$ cat config.mk
export PLATFORM = sky130hd
export DESIGN_NAME = frame_mean_calc
export DESIGN_NICKNAME = d
export VERILOG_FILES = /design/src/rtl/frame_mean_calc.sv
export SDC_FILE = /design/constraint.sdc
export NUM_CORES = 1
export LEC_CHECK = 0
export ABC_AREA = 0
export BUFFER_PORTS_ARGS = -buffer_cell sky130_fd_sc_hd__buf_2
export CORE_MARGIN = 3
export CORE_UTILIZATION = 59
export DETAILED_ROUTE_END_ITERATION = 8
export PLACE_DENSITY_LB_ADDON = 0.15
export SYNTH_ARGS = -nofsm -noshare
export SYNTH_HDL_FRONTEND = slang
export SYNTH_SLANG_ARGS = --single-unit
$ cat constraint.sdc
create_clock -name clk -period 5.15 [get_ports clk]
set_input_delay 0.2575 -clock clk [delete_from_list [all_inputs] [get_ports clk]]
set_output_delay 0.2575 -clock clk [all_outputs]
set_load 0.02 [all_outputs]
$ cat src/rtl/frame_mean_calc.sv
// frame_mean_calc
// Computes the mean luminance of the frame held in BRAM. The block walks the
// read port across every pixel and converts each RGB triple to an 8-bit gray
// value. It accumulates the gray values, then divides the sum by the pixel
// count with a bit-serial restoring divider. The mean feeds img_processing.

module frame_mean_calc #(
   parameter int NUM_PIXELS = 76800,
   parameter int ADDR_W     = 17,
   parameter int ACC_W      = 25
) (
   input  logic              clk,
   input  logic              rst,
   input  logic              start,
   output logic              busy,
   output logic              done,
   output logic [ADDR_W-1:0] addr_read,
   input  logic [7:0]        red_data_in,
   input  logic [7:0]        green_data_in,
   input  logic [7:0]        blue_data_in,
   output logic [7:0]        mean
);

   localparam logic [2:0] S_IDLE  = 3'd0;
   localparam logic [2:0] S_READ  = 3'd1;
   localparam logic [2:0] S_DRAIN = 3'd2;
   localparam logic [2:0] S_DIV   = 3'd3;
   localparam logic [2:0] S_DONE  = 3'd4;

   localparam int                CNT_W     = $clog2(ACC_W) + 1;
   localparam logic [ADDR_W-1:0] LAST_ADDR = ADDR_W'(NUM_PIXELS - 1);
   localparam logic [ACC_W:0]    DIVISOR   = (ACC_W + 1)'(NUM_PIXELS);
   localparam logic [CNT_W-1:0]  LAST_STEP = CNT_W'(ACC_W - 1);

   logic [2:0]       state;
   logic             rd_valid;
   logic [ACC_W-1:0] acc;
   logic [ACC_W-1:0] rem;
   logic [CNT_W-1:0] div_cnt;

   logic [9:0]       gray_sum;
   logic [7:0]       gray;
   logic [ACC_W:0]   rem_shift;
   logic [ACC_W:0]   rem_next;
   logic             q_bit;
   logic [ACC_W-1:0] quot_next;

   // Gray value of the sample on the read bus: (R + 2G + B) / 4 at 10 bits
   always_comb begin
      gray_sum = {2'b00, red_data_in} + {1'b0, green_data_in, 1'b0} + {2'b00, blue_data_in};
      gray     = 8'(gray_sum >> 2);
   end

   // One restoring-division step; acc doubles as dividend (shifting out) and quotient (shifting in)
   always_comb begin
      rem_shift = {rem, acc[ACC_W-1]};
      q_bit     = (rem_shift >= DIVISOR);
      rem_next  = q_bit ? (rem_shift - DIVISOR) : rem_shift;
      quot_next = {acc[ACC_W-2:0], q_bit};
   end

   assign busy = (state == S_READ) || (state == S_DRAIN) || (state == S_DIV);
   assign done = (state == S_DONE);

   // Sequencer: address sweep, drain slot, divide step counter
   always_ff @(posedge clk) begin
      if (rst) begin
         state     <= S_IDLE;
         addr_read <= '0;
         div_cnt   <= '0;
      end else begin
         case (state)
            S_IDLE: begin
               addr_read <= '0;
               if (start) begin
                  state <= S_READ;
               end
            end
            S_READ: begin
               if (addr_read == LAST_ADDR) begin
                  state <= S_DRAIN;
               end else begin
                  addr_read <= addr_read + ADDR_W'(1);
               end
            end
            S_DRAIN: begin
               state   <= S_DIV;
               div_cnt <= '0;
            end
            S_DIV: begin
               if (div_cnt == LAST_STEP) begin
                  state <= S_DONE;
               end else begin
                  div_cnt <= div_cnt + CNT_W'(1);
               end
            end
            S_DONE: begin
               state     <= S_IDLE;
               addr_read <= '0;
            end
            default: begin
               state     <= S_IDLE;
               addr_read <= '0;
            end
         endcase
      end
   end

   // Read-valid pipe, accumulator and divider; the remainder stays below the divisor after each step, so its top bit is always zero
   always_ff @(posedge clk) begin
      if (rst) begin
         rd_valid <= 1'b0;
         acc      <= '0;
         rem      <= '0;
      end else begin
         rd_valid <= (state == S_READ);
         if (state == S_IDLE && start) begin
            acc <= '0;
         end else if (state == S_DIV) begin
            acc <= quot_next;
         end else if (rd_valid) begin
            acc <= acc + ACC_W'(gray);
         end
         if (state == S_DIV) begin
            rem <= ACC_W'(rem_next);
         end else begin
            rem <= '0;
         end
      end
   end

   // Mean is captured on the last divide step so that it is valid in the done cycle
   always_ff @(posedge clk) begin
      if (rst) begin
         mean <= '0;
      end else if (state == S_DIV && div_cnt == LAST_STEP) begin
         mean <= quot_next[7:0];
      end
   end

endmodule

* After elaboration in Yosys (flattened, before gate mapping)
Index checks and enable logic that the tools add are counted.
** Storage, ports and cells
- Logic and storage cells :: 51
- Output and inout bits :: 27
- Bits of input ports :: 27
- Bits in registers :: 85
** Operators by class
- Reductions and logical operators :: 13
- Mux-type cells :: 11
- Eq/ne operators :: 11
- Add/subtract/negate cells :: 6
- Order comparisons :: 1
- Bitwise logic cells :: 2
** Operators by type and width (number)
- 2-to-1 mux 25 bit :: 3
- one-hot mux 17 bit (2 select lines) :: 1
- >= comparator 26 x 17 -> 1 bit (second input constant) :: 1
- adder 25 x 8 -> 25 bit :: 1
- subtractor 25 x 17 -> 25 bit (second input constant) :: 1
- adder 17 x 1 -> 17 bit (second input constant) :: 1
- equality test 17 bit (second input constant) :: 1
- 2-to-1 mux 17 bit :: 1
- one-hot mux 3 bit (4 select lines) :: 1
- one-hot mux 6 bit (2 select lines) :: 1
- adder 10 x 8 -> 10 bit :: 1
- adder 8 x 9 -> 10 bit :: 1
- 2-to-1 mux 3 bit :: 3
- inequality test 2 bit (second input constant) :: 4
- adder 6 x 1 -> 6 bit (second input constant) :: 1
- equality test 3 x 2 -> 1 bit (second input constant) :: 2
- equality test 6 x 5 -> 1 bit (second input constant) :: 1
- 2-to-1 mux 6 bit :: 1
- OR reduction 2 bit :: 3
- AND reduction 2 bit :: 2
- nonzero test 2 bit :: 2
- equality test 3 x 1 -> 1 bit (second input constant) :: 1
- equality test 3 bit (second input constant) :: 1
- logical NOT 3 bit :: 1
- 5 further kinds :: 8

* Logic depth before layout (Yosys ltp)
- Depth after elaboration :: 5
- Mapped depth :: 15
- Depth with buffers taken out :: 15

* Worst setup path before layout
Ideal clock, no wire load.
- Path kind :: input -> register
- From :: in red_data_in[1]
- To :: reg acc[22]
- Setup time :: 0.117 ns
- Slack :: 1.501 ns
- Stages :: 15
- Data required time :: 5.033 ns
- Arrival :: 3.531 ns
- Path buffers :: 0
- Path through :: inv_1 fa_1 nand3b_1 fa_1 nor2b_1 o21ai_0 a21boi_0 o311a_1 a21oi_1 ha_1 o211ai_1 o21a_1 a21o_1 or3_1 a32o_1
** Between the ends
- Longest elaborated chain between the ends :: 5
** Ends and longest elaborated chain
- start, declared :: RTL line 18 : input logic [7:0] red_data_in,
- adder 8 x 9 -> 10 bit :: RTL line 50 : gray_sum = {2'b00, red_data_in} + {1'b0, green_data_in, 1'b0} + {2'b00, blue_data_in};
- adder 10 x 8 -> 10 bit :: RTL line 50
- adder 25 x 8 -> 25 bit :: RTL line 122 : acc <= acc + ACC_W'(gray);
- 2-to-1 mux 25 bit :: RTL line 121 : end else if (rd_valid) begin
- 2-to-1 mux 25 bit :: RTL line 119 : end else if (state == S_DIV) begin
- end signal, assigned :: RTL line 120 : acc <= quot_next;
- end signal, assigned :: RTL line 122
- end, declared :: RTL line 37 : logic [ACC_W-1:0] acc;
Every way passes these cells. The select of a mux whose other input is x is not followed.
A chain may end at the register's enable or synchronous reset.

* Worst setup path in the final report
- From :: in red_data_in[1]
- To :: reg acc[17]
Same word-level chain as after synthesis.

==> results list <==
* Status: finished clean
- Total congestion overflow: 0
- After the last flow step, the layout net total stands at 636.
- Max-slew headroom at the worst pin: 23.1%
* Count of routing violations after the opening detailed-route iteration: 167
* Reg power frac: 46.5%
* Port Buf Inserts: 53
* Max Cap Violations: 0
* Int Pwr: about 0.0011 W
* Hold-fix buffers, CTS: 0
- Initial core utilization: 62.6%
- Maximum number of pins on one net before global-route repair: 29
- Routability-driven placement finished with a final weighted congestion of 0.907.
* Highest-count cells in the layout ignoring fill and taps: sky130_fd_sc_hd__dfxtp_1, sky130_fd_sc_hd__buf_2, sky130_fd_sc_hd__nor2_1
* VDD IR max: 0.144 mV
- The library cell used most frequently in the layout, excluding fill and tap cells, is sky130_fd_sc_hd__dfxtp_1.
* Switch share: 26.7%
- After layout, the worst setup slack is between 1 and 1.5 ns.
- Before CTS, the worst setup slack after placement is a little over 1 ns.
- Clk Latency, worst-skew pair: 0.35 ns
- Final Hold Violating Endpoints: 0
- The max-slew violation count is 0.
- A synthesized cell averages 8.68 um^2.
* Wire length of the first global-routing pass: ~18 mm
* Synth warn: 0
- Sw Pwr: 0.000386 W
- Number of global-route vias before repair: 3,937
- The die is 94.9 um tall.
* Netlist area before placement: 0.00466 mm^2
* Clk sink count: 85
- In this run the horizontal extent of the chip is roughly 95 um.
- Based on the critical path, the design can be clocked at up to 263 MHz.
* Critical Path Source Type: primary input
* Diodes inserted: 0
- In this run the deepest clock path goes through 2 buffers.
* Predominant post-synthesis flop cell: sky130_fd_sc_hd__dfxtp_1
- Number of enable-type register cells in the synthesized netlist: 0
- Counting distinct cell types in the post-synthesis netlist gives 63.
- Summed over all failing endpoints, the final setup total negative slack is 0 ns.
- TritonCTS built the clock tree.
- The routed design has between 10 and 15 mm of wire.
* Worst r2r src: div_cnt[3]
- For the worst setup path, the data arrival time is 4.04 ns.
- Ratio of final minimum period to clock period: around three quarters
- Per report_power, the clock group accounts for 37.2% of the total.
- Once detail routing completed, the nets flagged for antenna violations numbered 0.
- Detailed-route vias per instance: 6.07
- Total number of vias: slightly above 4,000
* Unrepaired setup endpoints after global routing: false
- The root buffer cell chosen for the clock tree is sky130_fd_sc_hd__clkbuf_8.
- In this run, CTS created clock tree buffers numbering 9.
* Hold Path Class: primary input to flip-flop
- Pre-Repair DR Iteration Count: 5
- Transition time at the pin with the least slew margin: between 1 and 1.5 ns
* Mean routed wirelength per cell: 14.9 um
* Final setup viols: 0
- After legalization and detailed placement, the total HPWL measured roughly 7.3 mm.
- Nets in the synthesized netlist: roughly 600
- Share of async-settable or async-resettable flops after synthesis: 0%
- Number of DRC violations after detailed routing: 0
- For this design the static power due to leakage is 2.01 nW.
* Buffers inserted by post-CTS timing repair: 0
- Number of instances in the synthesized netlist: 537
- Crit-path max FO: 9
* Combinational cell fraction of total power: 16.3%
* Data required time at the worst endpoint: ~5.4 ns
- Worst Setup SP: red_data_in[1]
* Deepest level of the CTS H-tree: 3
- For this design the top-level I/O count stands at 54.
- Clock period minus final worst setup slack: 3.80 ns
- The worst setup path is of the primary input to flip-flop kind.
- Clock slew at reported path FFs: 0.10 ns
* FP Rows: 31
- Nature of the critical path endpoint: flip-flop
- The synthesized design contains 85 register bits.
- Synth-to-Final Area Change: 11.8%
- For this design the ratio of total power to cell area is about 280 mW/mm^2.
- The die covers 0.00900 mm^2.
* Antenna violations before repair: 0
- The startpoint identified for the worst hold timing path is rst.
- Proportion of layout cells with a drive suffix above 1: 14.2%
* Total track usage: 24.0%
* Sequential share of the synthesized area: 36.5%
* R2R Setup Slk: roughly 2.6 ns
- Resized Gates After CTS: 0
- Max Clock Skew: 0.0156 ns
- The core region is 0.00745 mm^2.
==> synthesized netlist by cell type, drive strengths merged, types with 5 or more instances <==
cell type	n	share of area [%]
xor2	21	3.9
and3	20	2.7
nand3	22	2.4
or3	11	1.5
and2	5	0.67
nor3	10	1.2
mux2i	8	1.7
a21o	5	0.81
nor4	6	0.94
nand2	34	2.8
a211oi	11	1.8
buf	6	0.59
nand4	7	0.94
xnor2	17	3.2
a31oi	6	0.81
a21oi	39	4.2
and4	5	0.94
o211ai	19	3.1
clkbuf	16	1.3
o21ai	28	3.1
dfxtp	85	37
nor2	53	4.3
ha	19	5.1
fa	9	3.9
inv	18	1.4
==> logic make-up (layout without fill, tap and decap cells) <==
logic type / Yosys count / after routing / share of synthesized area, %
and+or+nand+nor: 198 / 198 / 22.6
AOI/OAI and AO/OA: 140 / 140 / 19.7
DFF: 85 / 85 / 36.5
buffers and inverters: 40 / 89 / 3.36
xor gates and xnor gates: 38 / 38 / 7.14
adders and majority gates: 28 / 28 / 8.97
muxes: 8 / 8 / 1.72
==> per-stage QoR <==
step | hold slack (ns) | utilization, % | std cells | power [W] | area (um^2)
6_report | 0.283 | 69.9 | 685 | 0.00144 | 5210
5_1_grt | 0.295 | 69.9 | 685 | 0.00152 | 5210
4_1_cts | 0.275 | 69.9 | 685 | 0.00146 | 5210
3_5_place_dp | 0.436 | 66.8 | 669 | 0.000921 | 4970
3_3_place_gp | 0.437 | 66.8 | 669 | 0.000919 | 4970
2_1_floorplan | 0.429 | - | 537 | 0.000867 | 4660
==> sequential cells by signal, summed over array words and instances (netlist names) <==
signal	cells
rem	25
addr_read	17
acc	25
div_cnt	6
state	3
rd_valid	1
mean	8
==> per-layer routing <==
| metal | vias to the layer above | part of all wire (%) | global-route usage, % |
|---|---|---|---|
| met1 | 1957 | 45 | 30.5 |
| met3 | 11 | 5.7 | 4.86 |
| met2 | 130 | 49 | 41.5 |
| li1 | 2060 | - | - |
| met4 | 0 | 0.52 | 6.13 |
| met5 | - | 0 | 0 |
==> cell type report <==
cell class / count / area (um^2)
clock buffers: 10 / 138
clock inverters: 6 / 95.1
fillers: 653 / 2240
repair buffers: 55 / 280
flip-flops and latches: 85 / 1700
well taps: 99 / 124
multi-input cells: 412 / 2800
inverters: 18 / 67.6
==> power by group through the flow <==
stage          Sequential (W)  Clock (W)  Combinational, W
4_1_cts              0.000671   0.000548          0.000236
5_1_grt              0.000673   0.000576          0.000269
3_3_place_gp         0.000686          0          0.000233
2_1_floorplan        0.000683          0          0.000184
6_report             0.000671   0.000537          0.000236
3_5_place_dp         0.000687          0          0.000235
==> path summary, 6_finish.rpt <==
kind                                endpoint  cells after the start
worst max-delay path                 acc[17]                     16
worst min register to register       mean[4]                      2
worst max register to register       mean[0]                      5
worst min-delay path            addr_read[0]                      2
==> worst max-delay path, stage by stage <==
cell                       delay, ns
sky130_fd_sc_hd__buf_2          0.09
sky130_fd_sc_hd__inv_1          0.06
sky130_fd_sc_hd__fa_1           0.50
sky130_fd_sc_hd__nand3b_1       0.19
sky130_fd_sc_hd__fa_1           0.41
sky130_fd_sc_hd__nor2b_1        0.12
sky130_fd_sc_hd__o21ai_0        0.10
sky130_fd_sc_hd__a21boi_0       0.30
sky130_fd_sc_hd__o311a_1        0.21
sky130_fd_sc_hd__o22a_1         0.16
sky130_fd_sc_hd__ha_1           0.28
sky130_fd_sc_hd__a21oi_1        0.35
sky130_fd_sc_hd__o211ai_1       0.25
sky130_fd_sc_hd__o21ai_2        0.40
sky130_fd_sc_hd__o41ai_1        0.12
sky130_fd_sc_hd__a32o_1         0.24
(Power assumes the default switching activity.)
